<file path="src/rtl/button_counter_display.sv">
// Button-driven up/down counter with hold-to-repeat and a
// 4-digit multiplexed seven-segment hex display driver.
module button_counter_display #(
    parameter int WIDTH        = 16,
    parameter int SATURATE     = 0,
    parameter int REPEAT_DELAY = 50000000,
    parameter int REPEAT_RATE  = 10000000,
    parameter int REFRESH_DIV  = 100000
) (
    input  logic             CLK100MHZ,
    input  logic             reset,
    input  logic             btn_clear,
    input  logic             btn_inc,
    input  logic             btn_dec,
    input  logic             btn_load,
    input  logic [WIDTH-1:0] load_value,
    output logic [WIDTH-1:0] count,
    output logic             limit_hit,
    output logic [3:0]       an,
    output logic [6:0]       seg
);

    localparam int HOLD_MAX = (REPEAT_DELAY > REPEAT_RATE) ?
                              REPEAT_DELAY : REPEAT_RATE;
    localparam int HW = $clog2(HOLD_MAX + 1);
    localparam int RW = $clog2(REFRESH_DIV + 1);
    localparam logic [WIDTH-1:0] MAXV = '1;

    typedef enum logic [1:0] {S_IDLE, S_WAIT, S_REPEAT} state_t;

    state_t          state;
    logic [HW-1:0]   hold;
    logic            dir_dn;
    logic            prev_clear, prev_inc, prev_dec, prev_load;
    logic            clr_e, inc_e, dec_e, ld_e;
    logic            lat_lvl, oth_lvl, abort, tick;
    logic            inc_req, dec_req;
    logic [HW-1:0]   hold_lim;

    assign clr_e   = btn_clear & ~prev_clear;
    assign inc_e   = btn_inc & ~prev_inc;
    assign dec_e   = btn_dec & ~prev_dec;
    assign ld_e    = btn_load & ~prev_load;
    assign lat_lvl = dir_dn ? btn_dec : btn_inc;
    assign oth_lvl = dir_dn ? btn_inc : btn_dec;
    assign hold_lim = (state == S_WAIT) ? HW'(REPEAT_DELAY - 1)
                                        : HW'(REPEAT_RATE - 1);

    always_comb begin
        inc_req = 1'b0;
        dec_req = 1'b0;
        abort   = 1'b0;
        tick    = 1'b0;
        unique case (state)
            S_IDLE: begin
                inc_req = inc_e;
                dec_req = dec_e;
            end
            S_WAIT, S_REPEAT: begin
                abort   = ~lat_lvl | oth_lvl | clr_e | ld_e;
                tick    = ~abort && (hold == hold_lim);
                inc_req = tick & ~dir_dn;
                dec_req = tick & dir_dn;
            end
            default: ;
        endcase
    end

    always_ff @(posedge CLK100MHZ) begin
        if (reset) begin
            count      <= '0;
            limit_hit  <= 1'b0;
            state      <= S_IDLE;
            hold       <= '0;
            dir_dn     <= 1'b0;
            prev_clear <= 1'b0;
            prev_inc   <= 1'b0;
            prev_dec   <= 1'b0;
            prev_load  <= 1'b0;
        end else begin
            prev_clear <= btn_clear;
            prev_inc   <= btn_inc;
            prev_dec   <= btn_dec;
            prev_load  <= btn_load;
            limit_hit  <= 1'b0;

            if (clr_e) begin
                count <= '0;
            end else if (ld_e) begin
                count <= load_value;
            end else if (inc_req && dec_req) begin
                count <= count;
            end else if (inc_req) begin
                if (count == MAXV) begin
                    limit_hit <= 1'b1;
                    count     <= (SATURATE != 0) ? MAXV : '0;
                end else begin
                    count <= count + 1'b1;
                end
            end else if (dec_req) begin
                if (count == '0) begin
                    limit_hit <= 1'b1;
                    count     <= (SATURATE != 0) ? '0 : MAXV;
                end else begin
                    count <= count - 1'b1;
                end
            end

            // Repeat only starts from a lone step edge that actually stepped.
            unique case (state)
                S_IDLE: begin
                    if ((btn_inc ^ btn_dec) && (inc_e || dec_e) &&
                        !clr_e && !ld_e) begin
                        state  <= S_WAIT;
                        hold   <= '0;
                        dir_dn <= btn_dec;
                    end
                end
                S_WAIT: begin
                    if (abort) begin
                        state <= S_IDLE;
                    end else if (tick) begin
                        state <= S_REPEAT;
                        hold  <= '0;
                    end else begin
                        hold <= hold + 1'b1;
                    end
                end
                S_REPEAT: begin
                    if (abort) begin
                        state <= S_IDLE;
                    end else if (tick) begin
                        hold <= '0;
                    end else begin
                        hold <= hold + 1'b1;
                    end
                end
                default: state <= S_IDLE;
            endcase
        end
    end

    logic [RW-1:0] refresh;
    logic [1:0]    digit, digit_nxt;
    logic          term;
    logic [15:0]   cnt16;
    logic [3:0]    nib;

    assign term      = (refresh == RW'(REFRESH_DIV - 1));
    assign digit_nxt = term ? digit + 2'd1 : digit;
    assign cnt16     = 16'(count);

    always_comb begin
        unique case (digit_nxt)
            2'd0:    nib = cnt16[3:0];
            2'd1:    nib = cnt16[7:4];
            2'd2:    nib = cnt16[11:8];
            default: nib = cnt16[15:12];
        endcase
    end

    function automatic logic [6:0] hex7(input logic [3:0] n);
        case (n)
            4'h0:    hex7 = 7'b1000000;
            4'h1:    hex7 = 7'b1111001;
            4'h2:    hex7 = 7'b0100100;
            4'h3:    hex7 = 7'b0110000;
            4'h4:    hex7 = 7'b0011001;
            4'h5:    hex7 = 7'b0010010;
            4'h6:    hex7 = 7'b0000010;
            4'h7:    hex7 = 7'b1111000;
            4'h8:    hex7 = 7'b0000000;
            4'h9:    hex7 = 7'b0010000;
            4'hA:    hex7 = 7'b0001000;
            4'hB:    hex7 = 7'b0000011;
            4'hC:    hex7 = 7'b1000110;
            4'hD:    hex7 = 7'b0100001;
            4'hE:    hex7 = 7'b0000110;
            default: hex7 = 7'b0001110;
        endcase
    endfunction

    always_ff @(posedge CLK100MHZ) begin
        if (reset) begin
            refresh <= '0;
            digit   <= 2'd0;
            an      <= 4'b1110;
            seg     <= 7'b1000000;
        end else begin
            refresh <= term ? '0 : refresh + 1'b1;
            digit   <= digit_nxt;
            an      <= ~(4'b0001 << digit_nxt);
            seg     <= hex7(nib);
        end
    end

endmodule
</file>
<file path="config.mk">
export PLATFORM = sky130hd
export DESIGN_NAME = button_counter_display
export DESIGN_NICKNAME = d
export VERILOG_FILES = /design/src/rtl/button_counter_display.sv
export SDC_FILE = /design/constraint.sdc
export NUM_CORES = 1
export LEC_CHECK = 0
export ABC_AREA = 1
export BUFFER_PORTS_ARGS = -buffer_cell sky130_fd_sc_hd__buf_2
export CAP_MARGIN = 15
export CORE_MARGIN = 1
export CORE_UTILIZATION = 60
export DETAILED_ROUTE_END_ITERATION = 10
export PLACE_DENSITY_LB_ADDON = 0.3
export SLEW_MARGIN = 30
export SYNTH_ARGS = -nofsm -noshare
export SYNTH_HDL_FRONTEND = slang
export SYNTH_SLANG_ARGS = --single-unit
export TNS_END_PERCENT = 20
</file>
<file path="constraint.sdc">
create_clock -name CLK100MHZ -period 6.35 [get_ports CLK100MHZ]
set_clock_uncertainty 0.15 [all_clocks]
set_input_delay 0.635 -clock CLK100MHZ [delete_from_list [all_inputs] [get_ports CLK100MHZ]]
set_output_delay 0.635 -clock CLK100MHZ [all_outputs]
set_load 0.01 [all_outputs]
</file>
==> flow_summary.json <==
{
  "status": "finished, final reports clean",
  "clock_path_buffers": 2,
  "finalNetCount": 915,
  "critPathArrivalTime_ns": 3.04,
  "yosys.area.top_type_share": 0.2988,
  "cts_resized": 0,
  "htree_levels": 3,
  "post-cts-setup-buffers": 0,
  "cpMaxStageDelayCell": "sky130_fd_sc_hd__o21ai_1",
  "vdd_ir_drop_max_v": 0.0001684,
  "timing.hold.worst.class": "flop to flop",
  "crit_path_max_fanout": 24,
  "die_width_um": 96.52,
  "crit_family": "simple AND/OR/NAND/NOR gates",
  "filler_cell_count": 811,
  "worst_r2r_end": "hold[17]$_SDFFE_PP0P_",
  "p_leak_nw": 2.544,
  "final_weighted_congestion_of_routability_driven_global_placement": 0.9617,
  "tritoncts_num_sinks": 80,
  "critPathRequiredTime_ns": 6.45,
  "std_cell_rows": 34,
  "synth_enable_flop_cells": 0,
  "core-area_um2": 8678,
  "crit_type": "input port to flop",
  "maxClockFrequency_mhz": 340.0,
  "setup.reg_to_reg.worst_slack_ns": 3.43,
  "post-dp-hpwl_um": 10660,
  "timing.critical_path.to": "hold[17]$_SDFFE_PP0P_",
  "crit_path_start": "btn_load",
  "critical_path_depth": 13,
  "dieArea_um2": 9315,
  "area_overhead_vs_synth_pct": 8.543,
  "global_route.usage.total": 0.3100,
  "overall_via_count_from_detail_route": 5507,
  "slew-limit-headroom": 0.5848,
  "yosys-top-cells-area": "sky130_fd_sc_hd__dfxtp_1 (30%), sky130_fd_sc_hd__nand2_1 (14%), sky130_fd_sc_hd__nor2_1 (9.4%)",
  "reg2reg_depth": 13,
  "comb_power_share": 0.393,
  "syn-mean-instance-area_um2": 6.374,
  "grt_start_max_net_pins": 25,
  "wl_per_cell_um": 14.06,
  "floorplan.io_pins": 50,
  "cts_tree": "yes",
  "synth.lib_cells_used.distinct": 40,
  "timing.final.crit_period_ns": 2.941,
  "synth.cell_area_um2": 5360,
  "routed_wirelength_um": 13950,
  "top_flip_flop_cell_by_instance_count_after_synthesis": "sky130_fd_sc_hd__dfxtp_1",
  "seq_area_um2": 1602,
  "global_route.overflow_total": 0,
  "postSynth.asyncResetShare": 0,
  "remaining_drc_errors": 0,
  "instances_no_fill": 992,
  "setup-violations-final": 0,
  "start_util": 0.6176,
  "tightestPinTransition_ns": 0.6213,
  "detail-route-antenna-nets": 0,
  "worst_r2r_startpoint": "prev_load$_SDFF_PP0_",
  "p_sw_frac": 0.4285,
  "report.final.slew_viol_count": 0,
  "worst_setup_hold_path_clk_slew_ns": 0.09,
  "cell_internal_pwr_w": 0.0009328,
  "power_switching_w": 0.0006995,
  "max-cap-violations": 0,
  "grt_antenna_before_repair": 0,
  "clkPwrFrac": 0.241,
  "dpl.cell_count": 976,
  "syn_inst": 841,
  "layout_commonest_cell": "sky130_fd_sc_hd__nand2_1",
  "n_antenna_cell": 0,
  "synth-seq-area-share": 0.2988,
  "clock_tree.root_cell": "sky130_fd_sc_hd__clkbuf_8",
  "report.final.hold_viol_count": 0,
  "synth_warnings": 0,
  "cp_cell_sequence": "buf_2 -> nand2_4 -> nand2_1 -> inv_2 -> and3_1 -> nand2_1 -> o21ai_1 -> nand2_1 -> o21ai_1 -> buf_4 -> inv_1 -> o21ai_0 -> a21oi_1",
  "clock_insertion_delay_worst_skew_ns": 0.37,
  "grt_pass1_wl_um": 22400,
  "layout-drive-gt1-share": 0.1425,
  "ys_ff_latch": 80,
  "commonest_cells_after_routing_fill_and_taps_aside": "sky130_fd_sc_hd__nand2_1 (198), sky130_fd_sc_hd__nor2_1 (134), sky130_fd_sc_hd__nand3_1 (82)",
  "hold_bufs_at_cts": 0,
  "share_seq_of_total_power": 0.366,
  "numCtsBuffers": 9,
  "post-route-period-util": 0.4631,
  "syn_nets": 877,
  "grt_setup_unrepaired": "no",
  "drt-vias-per-instance": 5.551,
  "initialDrtViolationCount": 245,
  "worst_setup_ep_type": "flop",
  "chipHeight_um": 96.52,
  "startpoint_type": "input port",
  "power_density_nw_per_um2": 280.6,
  "drt_first_pass_iters": 5,
  "critPathMaxStageDelay_ns": 0.62,
  "grt_pass1_vias": 4949,
  "multiInputGateArea_um2": 3289,
  "timing.critical_path.buf_inv": 4,
  "path_common_cell": "sky130_fd_sc_hd__nand2_1",
  "tns_ns": 0,
  "port_buffers": 49,
  "top_cell_type_by_total_area_after_synthesis": "sky130_fd_sc_hd__dfxtp_1"
}
## power groups by stage
stage | Combinational [W] | Clock [W] | Sequential (W)
finish | 0.000642 | 0.000393 | 0.000598
global route | 0.000718 | 0.000421 | 0.000604
detailed placement | 0.000631 | 0 | 0.000608
floorplan | 0.000496 | 0 | 0.000592
CTS | 0.000634 | 0.000401 | 0.000596
global placement | 0.000623 | 0 | 0.000607
## worst reg2reg max path, cell delays in order (launching register included)
cell and delay (ns):
sky130_fd_sc_hd__dfxtp_1 0.32, sky130_fd_sc_hd__inv_1 0.06, sky130_fd_sc_hd__nand2_4 0.22, sky130_fd_sc_hd__nand2_1 0.11, sky130_fd_sc_hd__inv_2 0.06, sky130_fd_sc_hd__and3_1 0.19, sky130_fd_sc_hd__nand2_1 0.09, sky130_fd_sc_hd__o21ai_1 0.08
sky130_fd_sc_hd__nand2_1 0.37, sky130_fd_sc_hd__o21ai_1 0.62, sky130_fd_sc_hd__buf_4 0.31, sky130_fd_sc_hd__inv_1 0.10, sky130_fd_sc_hd__o21ai_0 0.09, sky130_fd_sc_hd__a21oi_1 0.05
## sequential cells by signal (all words and copies together) (netlist names)
signal      count
prev_dec        1
prev_clear      1
prev_inc        1
hold           26
prev_load       1
dir_dn          1
an              4
refresh        17
digit           2
state           2
count          16
limit_hit       1
seg             7
## logic make-up after synthesis
logic type | synth area share
buffers and inverters | 0.08753
AOI/OAI and AO/OA | 0.08917
adders and majority gates | 0.03268
DFF | 0.2988
xor gates and xnor gates | 0.04738
and+or+nand+nor | 0.4444
## cell usage after synthesis (9+ instances only)
cell type	number
sky130_fd_sc_hd__nor3_2	9
sky130_fd_sc_hd__inv_1	73
sky130_fd_sc_hd__dfxtp_1	80
sky130_fd_sc_hd__nor2_1	134
sky130_fd_sc_hd__o21ai_0	18
sky130_fd_sc_hd__clkbuf_1	11
sky130_fd_sc_hd__ha_1	14
sky130_fd_sc_hd__nand4_1	22
sky130_fd_sc_hd__inv_2	16
sky130_fd_sc_hd__nand3_1	82
sky130_fd_sc_hd__nand2_2	9
sky130_fd_sc_hd__xor2_1	22
sky130_fd_sc_hd__nor3_1	27
sky130_fd_sc_hd__o21ai_1	21
sky130_fd_sc_hd__nand2_1	198
sky130_fd_sc_hd__a21oi_1	34
## layer usage
layer | routed length, um | vias up | GRT usage
met2 | 6647 | 196 | 0.5358
li1 | - | 2802 | -
met1 | 6223 | 2475 | 0.3773
met3 | 734 | 34 | 0.06025
met5 | 0 | - | 0
met4 | 341 | 0 | 0.1201
## final cells by class
type | instances | share of cell area
repair buffers | 50 | 0.04344
multi-input cells | 648 | 0.5654
inverters | 90 | 0.05806
clock inverters | 7 | 0.01333
clock buffers | 9 | 0.02129
well taps | 108 | 0.02323
flip-flops and latches | 80 | 0.2753
## through the flow
step                        util  area, um^2  total power (W)  setup WS [ns]  hold WS, ns
after floorplan                -        5360         0.001088          4.003       0.2675
after global placement    0.6472        5617         0.001230          3.116       0.2836
after detailed placement  0.6472        5617         0.001239          3.019       0.2873
after CTS                 0.6704        5818         0.001632          3.430       0.3079
after global routing      0.6704        5818         0.001743          3.104       0.3296
final                     0.6704        5818         0.001632          3.409       0.3036
## worst min path at each step
| stage | from | end | slack (ns) | cells past startpoint |
|---|---|---|---|---|
| after floorplan | refresh[0]$_SDFF_PP0_ | refresh[0]$_SDFF_PP0_ | 0.27 | 1 |
| after global placement | refresh[0]$_SDFF_PP0_ | refresh[0]$_SDFF_PP0_ | 0.28 | 1 |
| after detailed placement | refresh[0]$_SDFF_PP0_ | refresh[0]$_SDFF_PP0_ | 0.29 | 1 |
| after CTS | refresh[0]$_SDFF_PP0_ | refresh[0]$_SDFF_PP0_ | 0.31 | 1 |
| after global routing | refresh[0]$_SDFF_PP0_ | refresh[0]$_SDFF_PP0_ | 0.33 | 1 |
| final | refresh[0]$_SDFF_PP0_ | refresh[0]$_SDFF_PP0_ | 0.30 | 1 |
Note: power is estimated with default switching activity, not from simulation.
